--- src/rtl/jk_cmd_sequencer.sv ---
// -----------------------------------------------------------------------------
// jk_cmd_sequencer
// Upstream driver for the jkff_1 JK flip-flop. Commands (hold/reset/set/toggle
// plus a repeat length) arrive over a valid/ready handshake and are buffered in
// a small FIFO. Each command drives registered J/K for cmd_len+1 cycles, and
// back-to-back commands follow each other with no idle bubble. A shadow model
// of the flop tracks the expected Q and raises a sticky mismatch flag whenever
// the returned Q disagrees with it once the shadow state is known.
//
// Ports:
//   clk, rst_n            clock, asynchronous active-low reset
//   cmd_valid/cmd_ready   command handshake (push when both high)
//   cmd_op [1:0]          {J,K}: 00 hold, 01 reset, 10 set, 11 toggle
//   cmd_len [LEN_W-1:0]   repeat count, command lasts cmd_len+1 cycles
//   J, K                  registered drive to the downstream flop
//   busy                  high while a command is being driven
//   q_in                  Q returned from the downstream flop
//   q_exp, q_known        shadow Q and its validity
//   clr_err               synchronous clear of the mismatch flag
//   mismatch              sticky divergence flag
// -----------------------------------------------------------------------------
module jk_cmd_sequencer #(
  parameter int DEPTH = 4,
  parameter int LEN_W = 4
) (
  input  logic             clk,
  input  logic             rst_n,
  input  logic             cmd_valid,
  output logic             cmd_ready,
  input  logic [1:0]       cmd_op,
  input  logic [LEN_W-1:0] cmd_len,
  output logic             J,
  output logic             K,
  output logic             busy,
  input  logic             q_in,
  output logic             q_exp,
  output logic             q_known,
  input  logic             clr_err,
  output logic             mismatch
);

  localparam int AW = (DEPTH > 1) ? $clog2(DEPTH) : 1;
  localparam int EW = LEN_W + 2;
  localparam logic [AW:0] FULL_CNT = (AW + 1)'(DEPTH);

  typedef enum logic [0:0] {
    ST_IDLE  = 1'b0,
    ST_DRIVE = 1'b1
  } state_e;

  // FIFO storage and bookkeeping
  logic [EW-1:0]    mem_q [DEPTH];
  logic [AW-1:0]    wr_ptr_q, rd_ptr_q;
  logic [AW:0]      count_q, count_d;
  logic             push_s, pop_s, empty_s;
  logic [EW-1:0]    head_s;

  // Sequencer state
  state_e           state_q, state_d;
  logic [LEN_W-1:0] rem_q, rem_d;
  logic             j_q, j_d, k_q, k_d;

  // Shadow model and checker
  logic             q_exp_q, q_exp_d;
  logic             q_known_q, q_known_d;
  logic             mismatch_q, mismatch_d;

  // Ready depends on occupancy only, so a pop never frees a slot in the same cycle.
  assign cmd_ready = (count_q != FULL_CNT);
  assign push_s    = cmd_valid && cmd_ready;
  assign empty_s   = (count_q == '0);
  assign head_s    = mem_q[rd_ptr_q];

  assign J        = j_q;
  assign K        = k_q;
  assign busy     = (state_q == ST_DRIVE);
  assign q_exp    = q_exp_q;
  assign q_known  = q_known_q;
  assign mismatch = mismatch_q;

  // Next-state logic for the IDLE/DRIVE sequencer, including the pop decision.
  always_comb begin
    state_d = state_q;
    rem_d   = rem_q;
    j_d     = j_q;
    k_d     = k_q;
    pop_s   = 1'b0;
    case (state_q)
      ST_IDLE: begin
        if (!empty_s) begin
          pop_s          = 1'b1;
          {j_d, k_d}     = head_s[EW-1 -: 2];
          rem_d          = head_s[LEN_W-1:0];
          state_d        = ST_DRIVE;
        end else begin
          j_d = 1'b0;
          k_d = 1'b0;
        end
      end
      ST_DRIVE: begin
        if (rem_q == '0) begin
          if (!empty_s) begin
            // Chain straight into the next command without an idle cycle.
            pop_s      = 1'b1;
            {j_d, k_d} = head_s[EW-1 -: 2];
            rem_d      = head_s[LEN_W-1:0];
          end else begin
            j_d     = 1'b0;
            k_d     = 1'b0;
            state_d = ST_IDLE;
          end
        end else begin
          rem_d = rem_q - {{(LEN_W-1){1'b0}}, 1'b1};
        end
      end
      default: begin
        j_d     = 1'b0;
        k_d     = 1'b0;
        state_d = ST_IDLE;
      end
    endcase
  end

  // FIFO occupancy update; a simultaneous push and pop cancels out.
  always_comb begin
    case ({push_s, pop_s})
      2'b10:   count_d = count_q + {{AW{1'b0}}, 1'b1};
      2'b01:   count_d = count_q - {{AW{1'b0}}, 1'b1};
      default: count_d = count_q;
    endcase
  end

  // Shadow JK model driven from the J/K currently presented to the flop.
  always_comb begin
    case ({j_q, k_q})
      2'b00:   q_exp_d = q_exp_q;
      2'b01:   q_exp_d = 1'b0;
      2'b10:   q_exp_d = 1'b1;
      2'b11:   q_exp_d = ~q_exp_q;
      default: q_exp_d = q_exp_q;
    endcase
    // Only an explicit set or reset pins down the flop's otherwise unknown state.
    q_known_d = q_known_q | (j_q ^ k_q);
  end

  // Sticky mismatch; clear wins over a coincident new error.
  always_comb begin
    if (clr_err) begin
      mismatch_d = 1'b0;
    end else if (q_known_q && (q_in != q_exp_q)) begin
      mismatch_d = 1'b1;
    end else begin
      mismatch_d = mismatch_q;
    end
  end

  // FIFO storage and pointers.
  always_ff @(posedge clk or negedge rst_n) begin
    if (!rst_n) begin
      for (int i = 0; i < DEPTH; i++) begin
        mem_q[i] <= '0;
      end
      wr_ptr_q <= '0;
      rd_ptr_q <= '0;
      count_q  <= '0;
    end else begin
      if (push_s) begin
        mem_q[wr_ptr_q] <= {cmd_op, cmd_len};
        wr_ptr_q        <= wr_ptr_q + {{(AW-1){1'b0}}, 1'b1};
      end
      if (pop_s) begin
        rd_ptr_q <= rd_ptr_q + {{(AW-1){1'b0}}, 1'b1};
      end
      count_q <= count_d;
    end
  end

  // Sequencer, shadow model and checker registers.
  always_ff @(posedge clk or negedge rst_n) begin
    if (!rst_n) begin
      state_q    <= ST_IDLE;
      rem_q      <= '0;
      j_q        <= 1'b0;
      k_q        <= 1'b0;
      q_exp_q    <= 1'b0;
      q_known_q  <= 1'b0;
      mismatch_q <= 1'b0;
    end else begin
      state_q    <= state_d;
      rem_q      <= rem_d;
      j_q        <= j_d;
      k_q        <= k_d;
      q_exp_q    <= q_exp_d;
      q_known_q  <= q_known_d;
      mismatch_q <= mismatch_d;
    end
  end

endmodule

--- config.mk ---
export PLATFORM = sky130hd
export DESIGN_NAME = jk_cmd_sequencer
export DESIGN_NICKNAME = d
export VERILOG_FILES = /design/src/rtl/jk_cmd_sequencer.sv
export SDC_FILE = /design/constraint.sdc
export NUM_CORES = 1
export LEC_CHECK = 0
export ABC_AREA = 1
export CELL_PAD_IN_SITES_DETAIL_PLACEMENT = 0
export CELL_PAD_IN_SITES_GLOBAL_PLACEMENT = 2
export CORE_ASPECT_RATIO = 1.75
export CORE_MARGIN = 5
export CORE_UTILIZATION = 38
export DETAILED_ROUTE_END_ITERATION = 8
export PLACE_DENSITY = 0.93
export SLEW_MARGIN = 20
export SYNTH_ARGS = -nofsm -noshare
export SYNTH_HDL_FRONTEND = slang
export SYNTH_SLANG_ARGS = --single-unit
--- constraint.sdc ---
create_clock -name clk -period 3.45 [get_ports clk]
set_clock_uncertainty 0.2 [all_clocks]
set_input_delay 0.69 -clock clk [delete_from_list [all_inputs] [get_ports clk]]
set_output_delay 0.69 -clock clk [all_outputs]
set_load 0.02 [all_outputs]
* Word-level counts from Yosys, hierarchy flattened
Index checks and enable logic that the tools add are counted.
** Storage, ports and cells
- Register bits after elaboration :: 41
- Logic and storage cells :: 68
** Operators by class
- $add $sub $neg :: 5
- Magnitude comparators :: 3
- Equality and inequality tests :: 8
- Mux-type cells :: 24
- Bitwise operators :: 6
- Reductions and logical operators :: 8
** Operator list (count)
- $bwmux W24 :: 1
- $mux W6 :: 3
- $bmux W6 S2 :: 1
- $demux W6 S2 :: 1
- $mux W1 :: 9
- $mux W4 :: 2
- $pmux W1 S2 :: 4
- $pmux W4 S2 :: 1
- $eq A2 B2 Y1 const B :: 3
- $ge A3 B3 Y1 const B :: 2
- $not A2 Y3 :: 2
- $pmux W3 S2 :: 1
- $add A2 B1 Y2 const B :: 2
- $eq A2 B1 Y1 const B :: 2
- $logic_not A4 Y1 :: 1
- $reduce_bool A2 Y1 :: 2
- $sub A4 B1 Y4 const B :: 1
- $add A3 B1 Y3 const B :: 1
- $logic_and A1 B1 Y1 :: 3
- $logic_not A3 Y1 :: 1
- $lt A3 B1 Y1 const B :: 1
- $ne A3 B3 Y1 const B :: 1
- $pmux W1 S3 :: 1
- $sub A3 B1 Y3 const B :: 1
- 6 further kinds :: 7

* Logic depth before layout (Yosys ltp)
Gate-level depths: netlist of the first run.
- Depth after elaboration :: 7
- Depth in mapped cells :: 12
- Depth with buffers taken out :: 12

* Least setup slack after synthesis of the first run
No wires, ideal clock.
- Kind :: register to register
- From :: reg rem_q[0]
- To :: reg count_q[2]
- Library setup time :: 0.131 ns
- Arrival :: 1.925 ns
- Data required time :: 3.119 ns
- Slack :: 1.194 ns
- Stages on the path, launching flop included :: 13
- Buffers on the path :: 0
- Period minus slack after synthesis :: 2.256 ns
- Cells stage by stage :: dfrtp_1 -> inv_1 -> ha_1 -> nand2_1 -> nand2_2 -> nand2_2 -> inv_1 -> ha_1 -> inv_1 -> fa_1 -> a21oi_1 -> o21ai_0 -> xor2_1
** Between the ends
- Longest elaborated chain between the ends :: 5
- Elaborated cells on any way between the ends :: 7
- Classes of those cells :: 2 x eq/ne; 3 x mux; 2 x reduce/logical
** RTL lines
- start: declaration :: line 60 : logic [LEN_W-1:0] rem_q, rem_d;
- start signal: assignment :: line 190 : rem_q <= rem_d;
- $logic_not A4 Y1 (*) :: line 101 : if (rem_q == '0) begin
- $mux W1 (*) :: line 101
- $pmux W1 S2 (*) :: line 88 : case (state_q)
- $eq A2 B1 Y1 / $eq A2 B2 Y1 (equally long branches) :: line 126 : case ({push_s, pop_s})
- $pmux W3 S2 / $reduce_bool A2 Y1 (equally long branches)
- end signal: assignment :: line 174 : count_q <= count_d;
- end: declaration :: line 54 : logic [AW:0] count_q, count_d;
Mark *: on every way between the ends. The rest lies on a longest branch, timed or not.
A chain may end at the register's enable or synchronous reset.

* Worst setup path after layout of the first run
- From :: in cmd_valid
- To :: reg count_q[2]
** Between the ends
- Longest elaborated chain between the ends :: 3
- Elaborated cells on any way between the ends :: 5
- Classes of those cells :: 2 x eq/ne; 1 x mux; 2 x reduce/logical
** RTL lines
- start: declaration :: line 28 : input logic cmd_valid,
- $logic_and A1 B1 Y1 (*) :: line 70 : assign push_s = cmd_valid && cmd_ready;
- $eq A2 B1 Y1 / $eq A2 B2 Y1 (equally long branches) :: line 126
- $pmux W3 S2 / $reduce_bool A2 Y1 (equally long branches)
Marked as above.

==> results of run 1 <==
[Yosys cell counts]
library cell	count	share of area, %
o21ai_1	1	0.23
a21oi_1	4	0.92
nor2_8	4	3.7
inv_1	34	5.8
xnor2_1	3	1.2
ha_1	10	5.7
a211oi_1	1	0.34
xor2_2	1	0.75
nand3_4	1	0.80
inv_2	3	0.52
o21ai_0	20	4.6
nand2_2	2	0.57
buf_12	1	0.92
nand2_8	1	0.92
o21ai_2	6	2.4
nand2_1	75	13
or2_2	1	0.29
o22ai_1	2	0.57
nor2_1	11	1.9
nand3b_1	1	0.34
xor2_1	3	1.2
nand3_1	18	4.1
fa_1	1	0.92
buf_2	3	0.69
a21oi_2	1	0.40
dfrtp_1	41	47
nor2_2	1	0.29
[worst max-delay path, cell delays in order]
cell and delay, ns:
clkdlybuf4s50_1 0.49, nand2_8 0.25, ha_1 0.18, inv_1 0.06, fa_1 0.37, a21oi_1 0.14, o21ai_0 0.10, xor2_1 0.15
[metrics by stage]
step | hold slack, ns | total power, mW | std cells
after global routing | 0.315 | 2.52 | 347
after global placement | 0.268 | 1.89 | 339
final | 0.290 | 2.27 | 347
after floorplan | 0.194 | 1.66 | 250
after CTS | 0.293 | 2.32 | 347
after detailed placement | 0.276 | 1.91 | 339
[path summary, 6_finish.rpt]
kind / startpoint / to / slack, ns / depth (start not counted)
max: cmd_valid / count_q[2]$_DFFE_PN0P_ / 0.98 / 8
min: mem_q[5]$_DFFE_PN0P_ / mem_q[5]$_DFFE_PN0P_ / 0.29 / 2
max reg2reg: rem_q[0]$_DFF_PN0_ / count_q[2]$_DFFE_PN0P_ / 1.00 / 12
min reg2reg: mem_q[5]$_DFFE_PN0P_ / mem_q[5]$_DFFE_PN0P_ / 0.29 / 2
max in group asynchronous: rst_n / rem_q[0]$_DFF_PN0_ / 2.14 / 1
min in group asynchronous: rst_n / count_q[2]$_DFFE_PN0P_ / 0.33 / 1
[logic make-up after synthesis]
family	after synthesis	share of synthesized area [%]
buf+inv	41	7.97
flops	41	47.0
xor+xnor	7	3.15
compound gates	35	9.46
fa+ha+maj	11	6.65
simple gates	115	25.8
[layer usage]
layer	share of wire [%]	vias up	GRT usage, %
met5	0	-	0
met4	2.1	0	5.66
met3	2.6	7	2.43
met2	54	14	23.7
met1	41	736	15.9
li1	-	815	-
[sequential cells by signal, indices dropped and copies added (netlist names)]
name      count
mem_q        24
rem_q         4
count_q       3
rd_ptr_q      2
wr_ptr_q      2
J             1
K             1
busy          1
mismatch      1
q_exp         1
q_known       1
[power breakdown]
part           total [mW]  leakage, nW  switching, mW  internal (mW)
Clock               0.402       0.0585          0.166          0.236
Combinational        1.01        0.708          0.624          0.390
Sequential          0.857        0.493          0.151          0.706
[final cells by class]
class / instances / area, um^2 / share of cell area, %
Sequential cell: 41 / 1030 / 40.6
Multi-Input combinational cell: 168 / 983 / 38.9
Timing Repair Buffer: 17 / 165 / 6.54
Inverter: 37 / 139 / 5.50
Tap cell: 76 / 95.1 / 3.77
Clock buffer: 7 / 86.3 / 3.42
Clock inverter: 1 / 30.0 / 1.19
==> results by group, run 1 <==
Power and ir drop
  – Pleak: 1.26 nW
  – Max VDD drop: 0.291 mV
  – Pwr dens: 900 nW/um^2

Synth
  – Synth unique cells: 27
  – Seq/Total Area, Yosys: 47.0%
  – Warnings from Yosys: 0
  – Synthesized area: 2180 um^2
  – Cells after Synth: 250
  – Syn nets: 272
  – Seq cells post-synth: 41
  – Mean Syn Cell Area: 8.73 um^2

Route
  – DR WL/cell: 12.0 um
  – DR vias/cell: 4.53
  – ANT nets after route: 0
  – DRC viols: 0
  – DR iter-0 viols: 52
  – DR pass1 iterations: 4
  – Routed WL: 4150 um
  – Via Count: 1572

Clocking
  – CTS tree: built
  – CTS hold repair buffers: 0
  – CTS buffer count: 5
  – # clock sinks: 41
  – Clk_lat worst skew: 0.30 ns
  – Root buffer cell: clkbuf_8
  – Post_cts resized: 0
  – Clk slew on worst S/H paths: 0.08 ns
  – Maximum clock insertion buffer count: 2
  – # H-tree levels: 2
  – Post-CTS Setup Bufs: 0

Placement
  – Dpl hpwl: 3050 um
  – Port-buffer cells: 17
  – Final RePlAce weighted congestion: 0.750
  – Pre-CTS setup slack: 0.634 ns
  – Post-DP Area: 2410 um^2

Timing
  – Unrepaired setup endpoints after global routing: no
  – Final Cycle Share: 71.7%
  – Worst setup margin: 0.976 ns
  – Fin Setup TNS: 0 ns
  – Slew HR: 38.1%
  – Fmax: 0.404 GHz
  – Slew @ Worst Pin: 0.929 ns
  – Count of final setup violators: 0
  – Crit path time final: 2.47 ns
  – Max-slew violation count: 0
  – Count of final hold-check violations: 0

Cells and area
  – Most frequent cells in the layout: nand2_1, dfrtp_1, inv_1
  – # fillers: 604
  – Layout cells sized above 1: 10.7%
  – Fin nets: 292
  – Commonest non-fill, non-tap cell in the layout: nand2_1
  – Number of diodes: 0
  – Final core utilization: 45.2%
  – P&R area growth vs syn: 15.6%
  – Design area: 2520 um^2

Die
  – Ports: 18
  – Die area: 7420 um^2
  – Width of the die: 67.3 um
  – Initial Utilization: 39.1%
  – Die Ht: 110 um
  – Std-Cell Rows: 36
  – Core area: 5590 um^2

Worst hold path
  – HP Class: reg -> reg

Global route
  – Vias in the first global route: 1603
  – First-pass GRT wire length: 7490 um
  – Congestion Overflow GR: 0
  – Initial antenna violation count: 0
  – Overall Global Routing Usage: 13.5%
  – Largest net degree at the start of global routing: 42

Critical path
  – CP max FO: 16
  – Req. time, crit path: 3.42 ns
  – Setup crit end kind: flip-flop
  – Crit path kind: in -> reg
  – CP Data Arrival Time: 2.45 ns
  – Type of origin of the critical path: input port

Job
  – # Max-Cap Violations: 0

Run status
  – Status: completed
No activity file was read; power rests on OpenSTA's default activity.
==> inputs of run 2 (changes only) <==
- CORE_UTILIZATION: 38 -> 32
- PLACE_DENSITY: 0.93 -> 0.84
- clock period: 3.45 -> 2.14 ns (I/O delays scaled with it)
==> results by group, run 2 (synthesized netlist as in run 1, its figures left out) <==
Die
  – Std-Cell Rows: 40 (was 36)
  – Die Ht: 119 um (was 110 um)
  – Core area: 6760 um^2 (was 5590 um^2)
  – Width of the die: 72.4 um (was 67.3 um)
  – Ports: 18 (unchanged)
  – Initial Utilization: 32.3% (was 39.1%)
  – Die area: 8640 um^2 (was 7420 um^2)

Cells and area
  – Max FFs per register: 24 (unchanged)
  – Layout Cells excl Fill: 367 (was 347)
  – Largest Register: mem_q (unchanged)
  – Layout cells sized above 1: 18.0% (was 10.7%)
  – P&R area growth vs syn: 24.1% (was 15.6%)
  – Number of diodes: 0 (unchanged)
  – Largest regs: mem_q (24), rem_q (4), count_q (3) (unchanged)
  – Register area: 1030 um^2 (unchanged)
  – Commonest non-fill, non-tap cell in the layout: nand2_1 (unchanged)
  – Fin nets: 304 (was 292)
  – Area of the multi-input gates: 1030 um^2 (was 983 um^2)
  – Most frequent cells in the layout: nand2_1, dfrtp_1, inv_1 (unchanged)
  – # fillers: 707 (was 604)

Critical path
  – Worst Setup SP: rem_q[0]$_DFF_PN0_ (was cmd_valid)
  – Worst path bufs/invs: 3 (was 2)
  – CP Data Arrival Time: 2.04 ns (was 2.45 ns)
  – Worst-path cell chain: inv_2 > ha_4 > nand2_2 > nand2_2 > nand2_4 > inv_2 > ha_4 > inv_2 > fa_2 > a21oi_2 > o21ai_2 > xor2_1 (was clkdlybuf4s50_1 > nand2_8 > ha_1 > inv_1 > fa_1 > a21oi_1 > o21ai_0 > xor2_1)
  – R2r setup slk: 0.07 ns (was 1.00 ns)
  – Setup crit end kind: flip-flop (unchanged)
  – Req. time, crit path: 2.11 ns (was 3.42 ns)
  – Type of origin of the critical path: flip-flop (was input port)
  – CP peak stage delay: 0.39 ns (was 0.49 ns)
  – CP max FO: 2 (was 16)
  – CP delay by family, top: adder cells (was buffers and inverters)
  – RR Endpoint: count_q[2]$_DFFE_PN0P_ (unchanged)
  – Worst R2R Path Depth: 12 (unchanged)
  – R2r startpoint: rem_q[0]$_DFF_PN0_ (unchanged)
  – Cell mode on critical path: inv_2
  – Crit path kind: reg -> reg (was in -> reg)
  – Crit-path slowest cell: dfrtp_1 (was clkdlybuf4s50_1)

Timing
  – Count of final setup violators: 0 (unchanged)
  – Crit path time final: 2.07 ns
  – Fmax: 0.483 GHz
  – Slew @ Worst Pin: 0.441 ns (was 0.929 ns)
  – Count of final hold-check violations: 0 (unchanged)
  – Slew HR: 70.6% (was 38.1%)
  – Worst hold slack: 0.292 ns (was 0.290 ns)
  – Final Cycle Share: 96.7%
  – Max-slew violation count: 0 (unchanged)
  – Worst setup margin: 0.0697 ns (was 0.976 ns)

Global route
  – First-pass GRT wire length: 7510 um (was 7490 um)
  – Overall Global Routing Usage: 11.3% (was 13.5%)
  – Congestion Overflow GR: 0 (unchanged)
  – Initial antenna violation count: 0 (unchanged)
  – Vias in the first global route: 1632 (was 1603)
  – Largest net degree at the start of global routing: 25 (was 42)

Worst hold path
  – Hold Path End: mem_q[11]$_DFFE_PN0P_ (was mem_q[5]$_DFFE_PN0P_)
  – Hold path start: mem_q[11]$_DFFE_PN0P_ (was mem_q[5]$_DFFE_PN0P_)
  – HP Class: reg -> reg (unchanged)
  – Hold depth: 2 (unchanged)

Job
  – # Max-Cap Violations: 0 (unchanged)

Power and ir drop
  – Max VDD drop: 0.496 mV (was 0.291 mV)
  – Power after layout: 3.95 mW (was 2.27 mW)
  – Switch share: 40.9% (was 41.4%)
  – Design internal power: 2.34 mW (was 1.33 mW)
  – Pleak: 1.33 nW (was 1.26 nW)
  – Seq pwr share: 34.2% (was 37.7%)
  – Pwr dens: 1460 nW/um^2 (was 900 nW/um^2)
  – Clock power share: 18.2% (was 17.7%)
  – Combinational power share: 47.6% (was 44.6%)
  – Switching pwr: 1.61 mW (was 0.942 mW)

Clocking
  – Clk slew on worst S/H paths: 0.06 ns (was 0.08 ns)
  – Maximum clock insertion buffer count: 2 (unchanged)
  – # clock sinks: 41 (unchanged)
  – CTS tree: built (unchanged)
  – # H-tree levels: 2 (unchanged)
  – Clk_lat worst skew: 0.28 ns (was 0.30 ns)
  – Root buffer cell: clkbuf_16 (was clkbuf_8)
  – CTS buffer count: 5 (unchanged)

Route
  – DR vias/cell: 4.43 (was 4.53)
  – DR WL/cell: 12.0 um (about the same)
  – DR pass1 iterations: 6 (was 4)
  – ANT nets after route: 0 (unchanged)
  – DRC viols: 0 (unchanged)
  – Via Count: 1625 (was 1572)
  – Routed WL: 4390 um (was 4150 um)
  – DR iter-0 viols: 53 (was 52)

Placement
  – Dpl hpwl: 3330 um (was 3050 um)
  – Final RePlAce weighted congestion: 0.727 (was 0.750)
  – Port-buffer cells: 17 (unchanged)
  – Pre-CTS setup slack: -0.0828 ns (was 0.634 ns)
  – Cell total after placement: 357 (was 339)

Run status
  – Status: completed (unchanged)
## run 2: changes by cell type in the layout (fill, tap and decap cells not counted), sizes merged
cell,before,now
buf,1,12
clkinv,0,2
bufinv,1,0
clkbuf,7,6
clkdlybuf4s50,16,15
dlygate4sd3,0,1
dlymetal6s2s,0,1
## run 2: worst max-delay path by stage
stage	end	slack, ns	cells after the start
after floorplan	count_q[2]$_DFFE_PN0P_	0.001	10
after global placement	count_q[2]$_DFFE_PN0P_	-0.06	8
after detailed placement	count_q[2]$_DFFE_PN0P_	-0.08	8
after CTS	cmd_ready	0.02	3
after global routing	count_q[2]$_DFFE_PN0P_	-0.01	12
final	count_q[2]$_DFFE_PN0P_	0.07	12
## run 2: cell type report
cell class,instances,area share (%)
inverter,37,5.12
timing repair buffer,29,10.1
clock buffer,6,4.76
multi-input combinational,168,38.0
sequential,41,37.9
clock inverter,2,0.369
tap,84,3.88
## run 2: metal layers
metal	track usage, %	vias up	routed length [um]
met2	20.6	22	2450
li1	-	842	-
met4	5.54	0	92
met1	11.6	755	1730
met3	2.62	6	126
met5	0	-	0
## run 2: metrics by stage
step | setup TNS [ns] | area [um^2] | util, %
after floorplan | 0 | 2190 | -
after global placement | -0.0810 | 2510 | 37.2
after detailed placement | -0.142 | 2510 | 37.2
after CTS | 0 | 2660 | 39.4
after global routing | -0.0139 | 2710 | 40.1
final | 0 | 2710 | 40.1
## run 2: worst min-delay path, cell delays in order (launching register included)
cell     delay [ns]
dfrtp_1        0.36
o21ai_2        0.06
nand2_1        0.05
## run 2: power by group through the flow
stage / Sequential (mW) / Clock, mW / Combinational, mW
floorplan: 1.35 / 0 / 1.34
global placement: 1.36 / 0 / 1.80
detailed placement: 1.36 / 0 / 1.83
CTS: 1.35 / 0.748 / 1.85
global route: 1.40 / 0.772 / 2.15
finish: 1.35 / 0.719 / 1.88
## run 2: timing repair
item | in CTS | in global routing
hold buffers | 1 | 0
setup endpoints to repair | 0 | 2
gates resized for setup | 0 | 12
hold endpoints to repair | 17 | 0
buffers inserted | 0 | 1
